--- config.mk ---
export PLATFORM = sky130hd
export DESIGN_NAME = sha256_msg_sched_flat
export DESIGN_NICKNAME = d
export VERILOG_FILES = /design/src/rtl/sha256_msg_sched_pkg.sv /design/src/rtl/sha256_msg_sched_if.sv /design/src/rtl/sha256_msg_sched_ram.sv /design/src/rtl/sha256_msg_sched.sv /design/src/flat_wrapper.sv
export SDC_FILE = /design/constraint.sdc
export NUM_CORES = 1
export LEC_CHECK = 0
export BUFFER_PORTS_ARGS = -buffer_cell sky130_fd_sc_hd__buf_2
export CAP_MARGIN = 20
export CORE_MARGIN = 5
export CORE_UTILIZATION = 37
export DETAILED_ROUTE_END_ITERATION = 8
export PLACE_DENSITY_LB_ADDON = 0.05
export SYNTH_ARGS = -nofsm -noshare
export SYNTH_HDL_FRONTEND = slang
export SYNTH_SLANG_ARGS = --single-unit
--- constraint.sdc ---
create_clock -name clk -period 6.8 [get_ports clk]
set_input_delay 0.34 -clock clk [delete_from_list [all_inputs] [get_ports clk]]
set_output_delay 0.34 -clock clk [all_outputs]
set_load 0.02 [all_outputs]
--- src/rtl/sha256_msg_sched_pkg.sv ---
// -----------------------------------------------------------------------------
// sha256_msg_sched_pkg
// Shared types, sizes and helper functions for the SHA-256 message-schedule
// controller.
//   word_t            : 32-bit schedule word
//   state_t           : controller state encoding (exposed on the debug port)
//   small_sigma0/1    : SHA-256 message-schedule mixing functions
// -----------------------------------------------------------------------------
package sha256_msg_sched_pkg;

    localparam int WORD_WIDTH = 32;
    localparam int ROUNDS     = 64;
    localparam int DEPTH      = 16;

    typedef logic [WORD_WIDTH-1:0] word_t;

    // IDLE doubles as the load state: words are accepted while in IDLE.
    typedef enum logic [2:0] {
        IDLE = 3'd0,
        RD   = 3'd1,
        R16  = 3'd2,
        R15  = 3'd3,
        R7   = 3'd4,
        R2   = 3'd5,
        OUT  = 3'd6,
        DONE = 3'd7
    } state_t;

    // sigma0(x) = ROTR7 ^ ROTR18 ^ SHR3
    function automatic word_t small_sigma0(input word_t x);
        return {x[6:0], x[31:7]} ^ {x[17:0], x[31:18]} ^ (x >> 3);
    endfunction

    // sigma1(x) = ROTR17 ^ ROTR19 ^ SHR10
    function automatic word_t small_sigma1(input word_t x);
        return {x[16:0], x[31:17]} ^ {x[18:0], x[31:19]} ^ (x >> 10);
    endfunction

endpackage

--- src/rtl/sha256_msg_sched_if.sv ---
// -----------------------------------------------------------------------------
// sha256_msg_sched_if
// Bundles the block-input handshake, the schedule-output handshake, the status
// flags and the controller state debug view.
//   in_valid/in_ready/in_word         : message word input (W0 first)
//   w_valid/w_ready/w_word/w_idx      : schedule word output W[t], t = w_idx
//   busy, done                        : block in progress / block finished pulse
//   dbg_state                         : current controller state
// Handshake rule (both channels): a transfer happens on a rising clock edge
// where valid and ready are both high. The producer holds valid and its data
// stable until that edge; ready may change freely.
// Modports: slave = the schedule controller, master = the environment.
// -----------------------------------------------------------------------------
interface sha256_msg_sched_if;
    import sha256_msg_sched_pkg::*;

    logic       in_valid;
    logic       in_ready;
    word_t      in_word;
    logic       w_valid;
    logic       w_ready;
    word_t      w_word;
    logic [5:0] w_idx;
    logic       busy;
    logic       done;
    state_t     dbg_state;

    modport slave (
        input  in_valid, in_word, w_ready,
        output in_ready, w_valid, w_word, w_idx, busy, done, dbg_state
    );

    modport master (
        output in_valid, in_word, w_ready,
        input  in_ready, w_valid, w_word, w_idx, busy, done, dbg_state
    );

endinterface

--- src/rtl/sha256_msg_sched_ram.sv ---
// -----------------------------------------------------------------------------
// sha256_msg_sched_ram
// Single-read-port, single-write-port register file.
//   clk   : write clock; the write lands on the falling edge
//   wen   : write enable
//   waddr : write address
//   wdata : write data
//   raddr : read address (combinational read)
//   rdata : read data
// Writing on the falling edge lets a value written during a cycle be read
// combinationally in any later cycle without a bypass path.
// Contents are not reset.
// -----------------------------------------------------------------------------
module sha256_msg_sched_ram #(
    parameter int WORD_WIDTH = 32,
    parameter int NUM_WORDS  = 16,
    parameter int AW         = $clog2(NUM_WORDS)
) (
    input  logic                  clk,
    input  logic                  wen,
    input  logic [AW-1:0]         waddr,
    input  logic [WORD_WIDTH-1:0] wdata,
    input  logic [AW-1:0]         raddr,
    output logic [WORD_WIDTH-1:0] rdata
);

    logic [WORD_WIDTH-1:0] mem [NUM_WORDS];

    always_ff @(negedge clk) begin
        if (wen) begin
            mem[waddr] <= wdata;
        end
    end

    assign rdata = mem[raddr];

endmodule

--- src/rtl/sha256_msg_sched.sv ---
// -----------------------------------------------------------------------------
// sha256_msg_sched
// SHA-256 message-schedule controller. Loads the 16 words of a 512-bit block
// into a 16-entry circular ram, then emits W[0..63] in order. W[16..63] are
// built with one ram read per cycle:
//   W[t] = W[t-16] + sigma0(W[t-15]) + W[t-7] + sigma1(W[t-2])
// and written back over slot t mod 16 once the word is accepted.
// Ports:
//   clk        : clock
//   rst        : synchronous, active-high reset
//   bus        : sha256_msg_sched_if.slave (input / output handshakes, status)
//   stall_cnt  : [15:0] saturating count of cycles with w_valid && !w_ready,
//                cleared at the first accepted word of each block; present
//                only when SHA256_MSG_SCHED_STALL_CNT_EN is defined
// Timing with w_ready held high: 2 cycles per word for t<16 (RD, OUT),
// 5 cycles per word for t>=16 (R16, R15, R7, R2, OUT).
// -----------------------------------------------------------------------------
module sha256_msg_sched
    import sha256_msg_sched_pkg::*;
(
    input  logic                 clk,
    input  logic                 rst,
    sha256_msg_sched_if.slave    bus
`ifdef SHA256_MSG_SCHED_STALL_CNT_EN
    ,
    output logic [15:0]          stall_cnt
`endif
);

    state_t     state_q, state_d;
    logic [5:0] t_q, t_d;
    logic [3:0] cnt_q, cnt_d;
    word_t      acc_q, acc_d;

    logic       wen;
    logic [3:0] waddr;
    word_t      wdata;
    logic [3:0] raddr;
    word_t      rdata;

    sha256_msg_sched_ram #(
        .WORD_WIDTH (WORD_WIDTH),
        .NUM_WORDS  (DEPTH)
    ) u_ram (
        .clk   (clk),
        .wen   (wen && !rst),   // a reset cycle never writes the ram
        .waddr (waddr),
        .wdata (wdata),
        .raddr (raddr),
        .rdata (rdata)
    );

    always_ff @(posedge clk) begin
        if (rst) begin
            state_q <= IDLE;
            t_q     <= '0;
            cnt_q   <= '0;
            acc_q   <= '0;
        end else begin
            state_q <= state_d;
            t_q     <= t_d;
            cnt_q   <= cnt_d;
            acc_q   <= acc_d;
        end
    end

    // Read order R16, R15, R7, R2 means slot t mod 16 (holding W[t-16]) is
    // consumed first and only overwritten later, in OUT.
    always_comb begin
        state_d = state_q;
        t_d     = t_q;
        cnt_d   = cnt_q;
        acc_d   = acc_q;
        raddr   = t_q[3:0];
        wen     = 1'b0;
        waddr   = cnt_q;
        wdata   = bus.in_word;

        unique case (state_q)
            IDLE: begin
                if (bus.in_valid) begin
                    wen   = 1'b1;
                    cnt_d = cnt_q + 4'd1;
                    if (cnt_q == 4'd15) begin
                        state_d = RD;
                        t_d     = '0;
                    end
                end
            end
            RD: begin
                acc_d   = rdata;
                state_d = OUT;
            end
            R16: begin
                acc_d   = rdata;
                state_d = R15;
            end
            R15: begin
                raddr   = t_q[3:0] + 4'd1;       // t-15 mod 16
                acc_d   = acc_q + small_sigma0(rdata);
                state_d = R7;
            end
            R7: begin
                raddr   = t_q[3:0] + 4'd9;       // t-7 mod 16
                acc_d   = acc_q + rdata;
                state_d = R2;
            end
            R2: begin
                raddr   = t_q[3:0] - 4'd2;       // t-2 mod 16
                acc_d   = acc_q + small_sigma1(rdata);
                state_d = OUT;
            end
            OUT: begin
                if (bus.w_ready) begin
                    // Slots for t<16 already hold W[t] from the load.
                    if (t_q >= 6'd16) begin
                        wen   = 1'b1;
                        waddr = t_q[3:0];
                        wdata = acc_q;
                    end
                    if (t_q == 6'd63) begin
                        state_d = DONE;
                    end else begin
                        t_d     = t_q + 6'd1;
                        state_d = (t_q < 6'd15) ? RD : R16;
                    end
                end
            end
            DONE: begin
                t_d     = '0;
                state_d = IDLE;
            end
            default: begin
                state_d = IDLE;
            end
        endcase
    end

    assign bus.in_ready  = (state_q == IDLE);
    assign bus.w_valid   = (state_q == OUT);
    assign bus.w_word    = acc_q;
    assign bus.w_idx     = t_q;
    assign bus.done      = (state_q == DONE);
    // In IDLE, a non-zero load count means the block has started.
    assign bus.busy      = (state_q == IDLE) ? (cnt_q != 4'd0)
                                             : (state_q != DONE);
    assign bus.dbg_state = state_q;

`ifdef SHA256_MSG_SCHED_STALL_CNT_EN
    always_ff @(posedge clk) begin
        if (rst) begin
            stall_cnt <= '0;
        end else if (state_q == IDLE && bus.in_valid && cnt_q == 4'd0) begin
            stall_cnt <= '0;
        end else if (state_q == OUT && !bus.w_ready && stall_cnt != 16'hFFFF) begin
            stall_cnt <= stall_cnt + 16'd1;
        end
    end
`endif

endmodule

--- src/flat_wrapper.sv ---
// flat-port wrapper written by rule: the top's interface ports become plain ports
module sha256_msg_sched_flat import sha256_msg_sched_pkg::*;
  (clk, rst, bus_in_valid, bus_in_word, bus_w_ready, bus_in_ready, bus_w_valid, bus_w_word, bus_w_idx, bus_busy, bus_done, bus_dbg_state);
  sha256_msg_sched_if bus_i ();
  input  logic clk;
  input  logic rst;
  input wire logic [$bits(bus_i.in_valid)-1:0] bus_in_valid;
  input wire logic [$bits(bus_i.in_word)-1:0] bus_in_word;
  input wire logic [$bits(bus_i.w_ready)-1:0] bus_w_ready;
  output wire logic [$bits(bus_i.in_ready)-1:0] bus_in_ready;
  output wire logic [$bits(bus_i.w_valid)-1:0] bus_w_valid;
  output wire logic [$bits(bus_i.w_word)-1:0] bus_w_word;
  output wire logic [$bits(bus_i.w_idx)-1:0] bus_w_idx;
  output wire logic [$bits(bus_i.busy)-1:0] bus_busy;
  output wire logic [$bits(bus_i.done)-1:0] bus_done;
  output wire logic [$bits(bus_i.dbg_state)-1:0] bus_dbg_state;
  assign bus_i.in_valid = bus_in_valid;
  assign bus_i.in_word = bus_in_word;
  assign bus_i.w_ready = bus_w_ready;
  assign bus_in_ready = bus_i.in_ready;
  assign bus_w_valid = bus_i.w_valid;
  assign bus_w_word = bus_i.w_word;
  assign bus_w_idx = bus_i.w_idx;
  assign bus_busy = bus_i.busy;
  assign bus_done = bus_i.done;
  assign bus_dbg_state = bus_i.dbg_state;
  sha256_msg_sched u_core (.clk(clk), .rst(rst), .bus(bus_i));
endmodule
==> results_dict.tcl, run 1 <==
set metrics [dict create \
    synth.largest_area_cell "edfxtp_1" \
    failed_checks "setup timing" \
    whs_endpoint "u_core.cnt_q[1]" \
    routed_wl_um 87060 \
    layout.cells.non_filler 3926 \
    hold_viol_final 0 \
    yosysMostFrequentCell "edfxtp_1" \
    maxCapViolations 0 \
    clk_pin_slew_ns 0.06 \
    crit_top_cell "a21o_1" \
    ys_seq_area_share_pct 61.33 \
    path_cells "nand2_1, and3_1, a31oi_1, mux4_2, buf_4, xor2_1, xnor2_1, mux2i_1, o21ai_2, ha_1, a21o_1, a21o_1, a21o_1, a221oi_2, o21ai_4, a311oi_2, o21a_1, nor2_1, or4_1, a41oi_1" \
    wl_met1_um 39170 \
    cts.htree.levels 3 \
    arrival_ns 8.58 \
    synth_fa_ha_area_share_pct 1.867 \
    syn_nets 2286 \
    num-fill-cells 6724 \
    utilization_pct 48.16 \
    track_usage_pct 21.95 \
    start_util_pct 37.19 \
    hold_ws_ns 0.04647 \
    clockBufferDepth 3 \
    highest_layer "met4" \
    multi_input_area_um2 10010 \
    cts_tree "done" \
    slew_headroom_pct 28.61 \
    synth_top_family_by_area "simple AND/OR/NAND/NOR gates" \
    wire_per_inst_um 22.18 \
    num-nets-final 2997 \
    avgSynthCellArea_um2 12.00 \
    grt_overflow 0 \
    wl_met2_um 40880 \
    dp_cells 3274 \
    first_pass_iters 5 \
    r2r_start "u_core.u_ram.mem[9][24]" \
    whs_path_depth 3 \
    status "finished, violations left" \
    synth_cell_types 75 \
    clock_skew_ns 0.05765 \
    synthMuxAreaShare_pct 6.195 \
    synth.top_cell.area_share_pct 57.93 \
    die_h_um 277.8 \
    gp_congestion 0.8532 \
    numCtsBuffers 68 \
    ir_drop_uv 491.6 \
    power.density_nw_per_um2 605.2 \
    drc 0 \
    critical-path-slowest-cell "mux4_2" \
    min_from "bus_in_valid" \
    worstSetupPathType "reg -> reg" \
    die_w_um 277.8 \
    hp-class "in -> reg" \
    regArea_um2 16280 \
    core.rowCount 98 \
    r2r_setup_slack_ns -1.24 \
    path_delay_family "compound AO/OA/AOI/OAI gates" \
    port_buffers 80 \
    drive_gt1_share_pct 19.25 \
    cp_max_fo 4 \
    slowest_delay_ns 0.62 \
    synth_top_cells_by_count "edfxtp_1, nand2_1, xnor2_1" \
    r2r-end "u_core.bus.w_word[29]" \
    cts-root-buf "clkbuf_16" \
    dieArea_um2 77180 \
    grt_pass1_vias 21220 \
    ant_nets 0 \
    drv_slew 0 \
    cp_num_buf_inv 1 \
    dp_hpwl_um 51640 \
    synth_cells 2211 \
    post_drt_via_cell_ratio 5.247 \
    wl_met3_um 4814 \
    vias 20600 \
    core-area_um2 71360 \
    synth-simple-area-share_pct 13.37 \
    antenna_found_initial 0 \
    netlist_top_cells_area "edfxtp_1, nand2_1, xnor2_1" \
    leakage_nw 14.41 \
    synth_compound_area_share_pct 9.114 \
    tightest_slew_ns 1.066 \
    cp.required_ns 7.34 \
    yosysWarnings 0 \
    rr_worst_depth 20 \
    worst_slack_ns -1.240 \
    worstSkewPairLatency_ns 0.65 \
    start_kind "flip-flop" \
    synth_ff_type "edfxtp_1" \
    grt_max_degree 71 \
    async_flop_share_pct 0 \
    clock_sinks 557 \
    drt-initial-drc-count 1652 \
    synth_xor_area_share_pct 4.917 \
    setup_viol 27 \
    grt_setup_unrepaired "yes" \
    syn2layout_area_growth_pct 29.51 \
    synth-edff-count 512 \
    syn_area_um2 26540 \
    endpoint_kind "flip-flop" \
    ys_ff_latch 557 \
    antenna_cells 0 \
    grt_pass1_wl_um 128400 \
    io-pin-count 81 \
]
[through the flow]
stage	setup WS [ns]	cell area [um2]	TNS [ns]	power [mW]
2_1_floorplan	-0.8624	26800	-9.963	11.28
3_3_place_gp	-1.197	29540	-21.08	15.26
3_5_place_dp	-1.214	29540	-21.62	15.27
4_1_cts	-1.105	34120	-20.51	20.55
5_1_grt	-1.401	34370	-28.24	22.35
6_report	-1.240	34370	-21.35	20.80
[power breakdown]
group	internal [mW]	total (mW)	switching [mW]	leakage, nW
clock network	2.77	5.02	2.25	3.94
logic	5.36	11.7	6.34	5.49
registers	3.93	4.09	0.157	4.98
[logic make-up (layout without fill, tap and decap cells)]
logic type | after synthesis | after routing
XOR/XNOR | 146 | 146
AO/OA/AOI/OAI | 367 | 367
adder cells (fa/ha/maj) | 39 | 39
flip-flops | 557 | 557
multiplexers | 123 | 123
buffers and inverters | 178 | 943
AND/OR/NAND/NOR | 801 | 801
[placed cells by master, fill, tap and decap left out, types with 10 or more instances in the layout]
cell / synthesis / final
mux2_2: 33 / 33
dfxtp_1: 45 / 44
mux4_2: 29 / 29
a211oi_1: 31 / 21
xor2_1: 29 / 26
xnor2_1: 115 / 97
clkbuf_16: 0 / 69
a211oi_2: 0 / 10
a21oi_1: 57 / 45
a31oi_1: 111 / 110
mux2i_1: 59 / 58
edfxtp_1: 512 / 512
o211ai_1: 14 / 14
ha_1: 38 / 36
nor3_1: 15 / 14
nand4_1: 19 / 19
buf_12: 0 / 37
xnor2_2: 1 / 18
nand3_1: 13 / 13
o21ai_1: 26 / 31
nor2_4: 0 / 17
nor2_1: 90 / 72
buf_2: 75 / 80
and3_1: 111 / 110
a21o_1: 20 / 20
o31ai_1: 18 / 16
o21ai_0: 35 / 22
buf_4: 8 / 169
nand2_1: 507 / 506
inv_1: 14 / 544
bufinv_16: 0 / 13
[what timing repair did]
item | CTS | global route
resized for setup | 38 | 30
pin swaps | 51 | 31
setup endpoints to repair | 27 | 29
buffers inserted | 11 | 9
hold endpoints to repair | 4 | 0
hold buffers | 1 | 0
[area by class of cell]
type,count,area share (%)
flip-flops and latches,557,47.36
clock inverters,567,7.561
multi-input cells,1476,29.14
inverters,13,0.1420
well taps,950,3.458
clock buffers,69,5.024
repair buffers,294,7.317
[worst min-delay path: cells and delay by family]
family | cells | cell delay [ns]
and+or+nand+nor | 1 | 0.07
AOI/OAI and AO/OA | 1 | 0.06
buffers and inverters | 1 | 0.13
[how the worst max path moves through the flow]
stage,start,endpoint,depth (start not counted)
after floorplan,u_core.u_ram.mem[13][23],u_core.bus.w_word[29],21
after global placement,u_core.u_ram.mem[13][19],u_core.bus.w_word[28],21
final,u_core.u_ram.mem[9][24],u_core.bus.w_word[29],20
after detailed placement,u_core.u_ram.mem[13][21],u_core.bus.w_word[28],20
after global routing,u_core.u_ram.mem[9][24],u_core.bus.w_word[29],21
after CTS,u_core.u_ram.mem[0][10],u_core.bus.w_word[30],21
[layer usage]
| metal | up-vias | global-route usage, % |
|---|---|---|
| met5 | - | 0 |
| met4 | 0 | 9.268 |
| met3 | 118 | 5.622 |
| met2 | 583 | 34.23 |
| met1 | 10350 | 29.27 |
| li1 | 9552 | - |
[state kept, by name, summed over array words and instances, names as in the netlist]
name                  flops
u_core.bus.dbg_state      3
u_core.bus.w_word        32
u_core.cnt_q              4
u_core.u_ram.mem        512
u_core.bus.w_idx          6
No activity file was read; power rests on OpenSTA's default activity.
==> inputs of run 2 (changes only) <==
- CORE_UTILIZATION: 37 -> 25
- CTS_CLUSTER_DIAMETER: not set -> 200
- SLEW_MARGIN: not set -> 15
==> run 2 against run 1 <==
Compared with the run above: the run still ends with setup timing left; critical path depth up 1; cell area up 2.6%; final cell count up 12%; critical path type unchanged.
==> results_dict.tcl, run 2 (synthesis gave the netlist of run 1 again) <==
set metrics [dict create \
    status "finished, violations left" \
    failed_checks "setup timing" \
    worst_slack_ns -1.202 \
    hold_viol_final 0 \
    vias 20670 \
    io-pin-count 81 \
    dp_cells 3750 \
    dp_hpwl_um 60730 \
    grt_pass1_wl_um 145300 \
    wire_per_inst_um 23.02 \
    cp.required_ns 7.35 \
    numCtsBuffers 73 \
    grt_max_degree 83 \
    dieArea_um2 112800 \
    power.density_nw_per_um2 606.9 \
    switchingPower_mw 9.094 \
    tightest_slew_ns 0.7882 \
    worstSetupPathType "reg -> reg" \
    routed_wl_um 101500 \
    arrival_ns 8.55 \
    grt_setup_unrepaired "yes" \
    setup_tns_ns -23.48 \
    slew_headroom_pct 47.31 \
    final_cell_mix "inv_1, edfxtp_1, nand2_1, buf_4, a31oi_1" \
    cp_max_fo 2 \
    die_h_um 335.8 \
    grt_pass1_vias 21700 \
    setup_viol 27 \
    drt-initial-drc-count 1060 \
    placed_area_um2 30420 \
    first_pass_iters 5 \
    start_kind "flip-flop" \
    post_drt_via_cell_ratio 4.689 \
    track_usage_pct 17.67 \
    cts.htree.levels 3 \
    hp-class "in -> reg" \
    start_util_pct 25.17 \
    cts-root-buf "clkbuf_16" \
    worstSkewPairLatency_ns 0.65 \
    seqPwrFrac_pct 19.2 \
    antenna_found_initial 1 \
    core.rowCount 119 \
    ant_nets 0 \
    syn2layout_area_growth_pct 32.86 \
    drive_gt1_share_pct 20.46 \
    clkPwrFrac_pct 23.2 \
    p_comb_share_pct 57.6 \
    layout.cells.non_filler 4408 \
    die_w_um 335.8 \
    clockBufferDepth 3 \
    num-fill-cells 10860 \
    ir_drop_uv 243.0 \
    grt_overflow 0 \
    core-area_um2 105400 \
    endpoint_kind "flip-flop" \
    clock_sinks 557 \
    num-nets-final 3034 \
    post-route-cell-area_um2 35260 \
    maxCapViolations 0 \
    top_register "u_core.u_ram.mem" \
    gp_congestion 0.7673 \
    leakage_nw 14.56 \
    port_buffers 80 \
    mostFrequentLayoutCell "inv_1" \
    drc 0 \
    p_total_mw 21.40 \
    largest_reg_flops 512 \
    internal_power_mw 12.30 \
    utilization_pct 33.45 \
    swShare_pct 42.50 \
    drv_slew 0 \
    clock_skew_ns 0.06384 \
    cts_tree "done" \
    clk_pin_slew_ns 0.06 \
]
[run 2: changes by cell type in the layout (fill, tap and decap cells not counted), sizes merged]
cell      before  now
clkbuf        69   76
clkinv         7    8
clkinvlp       9   16
buf          293  325
bufinv        13    6
diode          0    1
[run 2: path summary, 6_finish.rpt]
path,from,to,slack [ns],cells past startpoint
worst min register to register,u_core.cnt_q[1],u_core.cnt_q[1],0.52,2
worst min-delay path,bus_w_ready,u_core.bus.dbg_state[2],0.23,4
worst max register to register,u_core.u_ram.mem[12][27],u_core.bus.w_word[29],-1.20,21
worst max-delay path,u_core.u_ram.mem[12][27],u_core.bus.w_word[29],-1.20,21
[run 2: routing by layer]
metal	GRT usage, %	share of wire, %	vias to the layer above
met1	23.88	47	10440
met5	0	0	-
met3	4.046	4.1	121
li1	-	-	9643
met4	6.599	2.1	0
met2	27.82	47	465
[run 2: critical path, cell delays in order (launching register included)]
cell and delay [ns]:
edfxtp_1 0.36, nand2_1 0.07, and3_4 0.17, a31oi_1 0.04, mux4_2 0.63, xnor2_2 0.19
xnor2_1 0.21, mux2i_1 0.11, o21ai_1 0.19, ha_1 0.27, a21o_1 0.20, a21o_1 0.15
a21o_1 0.15, a41o_1 0.23, o211ai_1 0.20, buf_4 0.16, o21ai_4 0.06, a311oi_4 0.27
o21a_1 0.21, nor2_1 0.05, or4_1 0.41, a41oi_2 0.17
[run 2: what timing repair did]
item | in CTS | in global routing
hold buffers | 1 | 0
endpoints found under the hold margin | 1 | 0
setup endpoints to repair | 27 | 29
buffers inserted | 13 | 10
gates cloned | 0 | 0
pin swaps | 51 | 36
gates resized for setup | 45 | 38
[run 2: stage by stage]
stage | setup WS (ns) | hold slack [ns]
4_1_cts | -1.238 | 0.1708
5_1_grt | -1.405 | 0.2463
3_3_place_gp | -1.324 | 0.5138
6_report | -1.202 | 0.2313
3_5_place_dp | -1.378 | 0.5077
2_1_floorplan | -0.8624 | 0.4773
[run 2: layout make-up]
type | count | area (um2) | area share, %
Tap cell | 1391 | 1740 | 4.936
Inverter | 13 | 48.80 | 0.1384
Timing Repair Buffer | 326 | 2801 | 7.946
Clock buffer | 76 | 1891 | 5.362
Multi-Input combinational cell | 1476 | 10080 | 28.59
Clock inverter | 568 | 2416 | 6.853
Antenna cell | 1 | 2.502 | 0.007097
Sequential cell | 557 | 16280 | 46.17
[run 2: power groups by stage]
stage                     logic [mW]  clock network (mW)  registers [mW]
after global routing            13.4                5.61            4.11
after CTS                       12.1                5.19            4.12
final                           12.3                4.96            4.11
after global placement          11.4               0.446            4.16
after detailed placement        11.4               0.446            4.16
after floorplan                 6.71               0.446            4.13
==> inputs of run 3 (changes only) <==
- CORE_UTILIZATION: 25 -> 35
- PLACE_DENSITY: not set -> 0.54
- PLACE_DENSITY_LB_ADDON: 0.05 -> not set
==> run 3 against run 2 <==
Compared with the run above: register-to-register slack lost 0.05 ns; critical path depth shrank 1; die area shrank 28%; highest routed layer unchanged; first-iteration DRC count grew 62%; non-clock buffer count shrank 1; wire length shrank 17%; sequential share of layout area grew 1.4 points; setup slack lost 0.047 ns; via count grew 0.70%; clock skew grew 0.0094 ns; the flow still finishes with violations (setup timing).
==> results_dict.tcl, run 3 (synthesis gave the netlist of run 1 again) <==
set metrics [dict create \
    mostFrequentLayoutCell "inv_1" \
    status "finished, violations left" \
    rr_worst_depth 20 \
    worstSkewPairLatency_ns 0.67 \
    setup_tns_ns -21.60 \
    arrival_ns 8.62 \
    failed_checks "setup timing" \
    track_usage_pct 20.15 \
    cp.required_ns 7.37 \
    grt_pass1_vias 21670 \
    endpoint_kind "flip-flop" \
    clock_sinks 557 \
    num-fill-cells 7004 \
    ir_drop_uv 343.3 \
    slowest_delay_ns 0.59 \
    core.rowCount 101 \
    worstSetupPathType "reg -> reg" \
    path_cells "nand2_1, and3_1, a31oi_1, mux4_2, xnor2_2, xnor2_1, a21oi_1, o21ai_1, ha_1, a211o_1, nor2_1, o21ai_1, a41o_1, o211ai_1, o21ai_2, a311oi_2, o21a_1, nor2_1, or4_1, a41oi_2" \
    utilization_pct 45.30 \
    min_from "rst" \
    vias 20810 \
    setup_viol 27 \
    numCtsBuffers 59 \
    whs_path_depth 2 \
    start_kind "flip-flop" \
    pre_cts_ws_ns -1.275 \
    worst_slack_ns -1.249 \
    clock_skew_ns 0.07322 \
    port_buffers 80 \
    cts-root-buf "clkbuf_16" \
    maxCapViolations 0 \
    die_h_um 285.4 \
    ant_nets 0 \
    num-nets-final 3019 \
    drc 0 \
    leakage_nw 14.35 \
    cts.htree.levels 2 \
    path_delay_family "compound AO/OA/AOI/OAI gates" \
    regArea_um2 16280 \
    whs_endpoint "u_core.cnt_q[0]" \
    critical-path-slowest-cell "mux4_2" \
    top_register "u_core.u_ram.mem" \
    core-area_um2 75570 \
    syn2layout_area_growth_pct 29.01 \
    hold_viol_final 0 \
    slew_headroom_pct 22.50 \
    r2r_start "u_core.u_ram.mem[5][23]" \
    cts_tree "done" \
    first_pass_iters 5 \
    final_cell_mix "inv_1, edfxtp_1, nand2_1, buf_4, and3_1" \
    r2r_setup_slack_ns -1.25 \
    p_total_mw 20.58 \
    start_util_pct 35.12 \
    antenna_found_initial 0 \
    tightest_slew_ns 1.163 \
    routed_wl_um 84380 \
    post_drt_via_cell_ratio 5.244 \
    placed_area_um2 29810 \
    grt_overflow 0 \
    dieArea_um2 81430 \
    dp_hpwl_um 50140 \
    drt-initial-drc-count 1712 \
    drive_gt1_share_pct 19.87 \
    io-pin-count 81 \
    hp-class "in -> reg" \
    clk_pin_slew_ns 0.07 \
    drv_slew 0 \
    clockBufferDepth 3 \
    r2r-end "u_core.bus.w_word[29]" \
    grt_max_degree 52 \
    post-route-cell-area_um2 34240 \
    gp_congestion 0.8968 \
    grt_pass1_wl_um 125800 \
    multi_input_area_um2 10040 \
    largest_reg_flops 512 \
    grt_setup_unrepaired "yes" \
    wire_per_inst_um 21.26 \
    power.density_nw_per_um2 601.2 \
    cp_num_buf_inv 0 \
    cp_max_fo 3 \
    die_w_um 285.4 \
]
run 3: metal layers:
| metal | share of wire [%] | track usage [%] |
|---|---|---|
| met2 | 48 | 32.34 |
| met3 | 6.1 | 4.980 |
| met1 | 42 | 25.46 |
| met4 | 3.7 | 10.22 |
| met5 | 0 | 0 |
run 3: stage by stage:
step | instances | hold WS [ns]
after detailed placement | 3336 | 0.5021
final | 3969 | 0.06496
after global placement | 3335 | 0.4943
after floorplan | 2211 | 0.4773
after CTS | 3962 | 0.03389
after global routing | 3968 | 0.07213
run 3: how the worst max path moves through the flow:
| stage | to | cells past startpoint | slack [ns] | start |
|---|---|---|---|---|
| final | u_core.bus.w_word[29] | 20 | -1.25 | u_core.u_ram.mem[5][23] |
| after global routing | u_core.bus.w_word[29] | 21 | -1.38 | u_core.u_ram.mem[13][23] |
| after CTS | u_core.bus.w_word[28] | 22 | -1.11 | u_core.u_ram.mem[8][10] |
| after detailed placement | u_core.bus.w_word[30] | 21 | -1.28 | u_core.u_ram.mem[13][10] |
| after global placement | u_core.bus.w_word[30] | 21 | -1.20 | u_core.u_ram.mem[13][10] |
| after floorplan | u_core.bus.w_word[29] | 21 | -0.86 | u_core.u_ram.mem[13][23] |
run 3: timing repair:
item	CTS	global route
setup buffers	10	8
setup endpoints to repair	29	29
gates resized for setup	44	34
endpoints found under the hold margin	1	0
pin swaps	51	25
hold buffers	1	0
run 3: worst reg2reg max path, cell delays in order (launching register included):
cell	delay, ns
edfxtp_1	0.37
nand2_1	0.07
and3_1	0.18
a31oi_1	0.05
mux4_2	0.59
xnor2_2	0.18
xnor2_1	0.12
a21oi_1	0.19
o21ai_1	0.09
ha_1	0.34
a211o_1	0.33
nor2_1	0.09
o21ai_1	0.10
a41o_1	0.26
o211ai_1	0.30
o21ai_2	0.11
a311oi_2	0.32
o21a_1	0.23
nor2_1	0.04
or4_1	0.42
a41oi_2	0.20
run 3: cell type report:
type / instances / area share (%)
Sequential cell: 557 / 47.54
Multi-Input combinational cell: 1476 / 29.33
Timing Repair Buffer: 325 / 7.993
Clock inverter: 558 / 6.955
Clock buffer: 61 / 4.459
Tap cell: 978 / 3.574
Inverter: 13 / 0.1425
Antenna cell: 1 / 0.007309
run 3: report_power, final:
part / total, mW / leakage (nW) / internal, mW / switching (mW)
Combinational: 12.0 / 5.66 / 5.65 / 6.37
Clock: 4.47 / 3.72 / 2.33 / 2.13
Sequential: 4.10 / 4.98 / 3.93 / 0.172
Total: 20.6 / 14.4 / 11.9 / 8.68
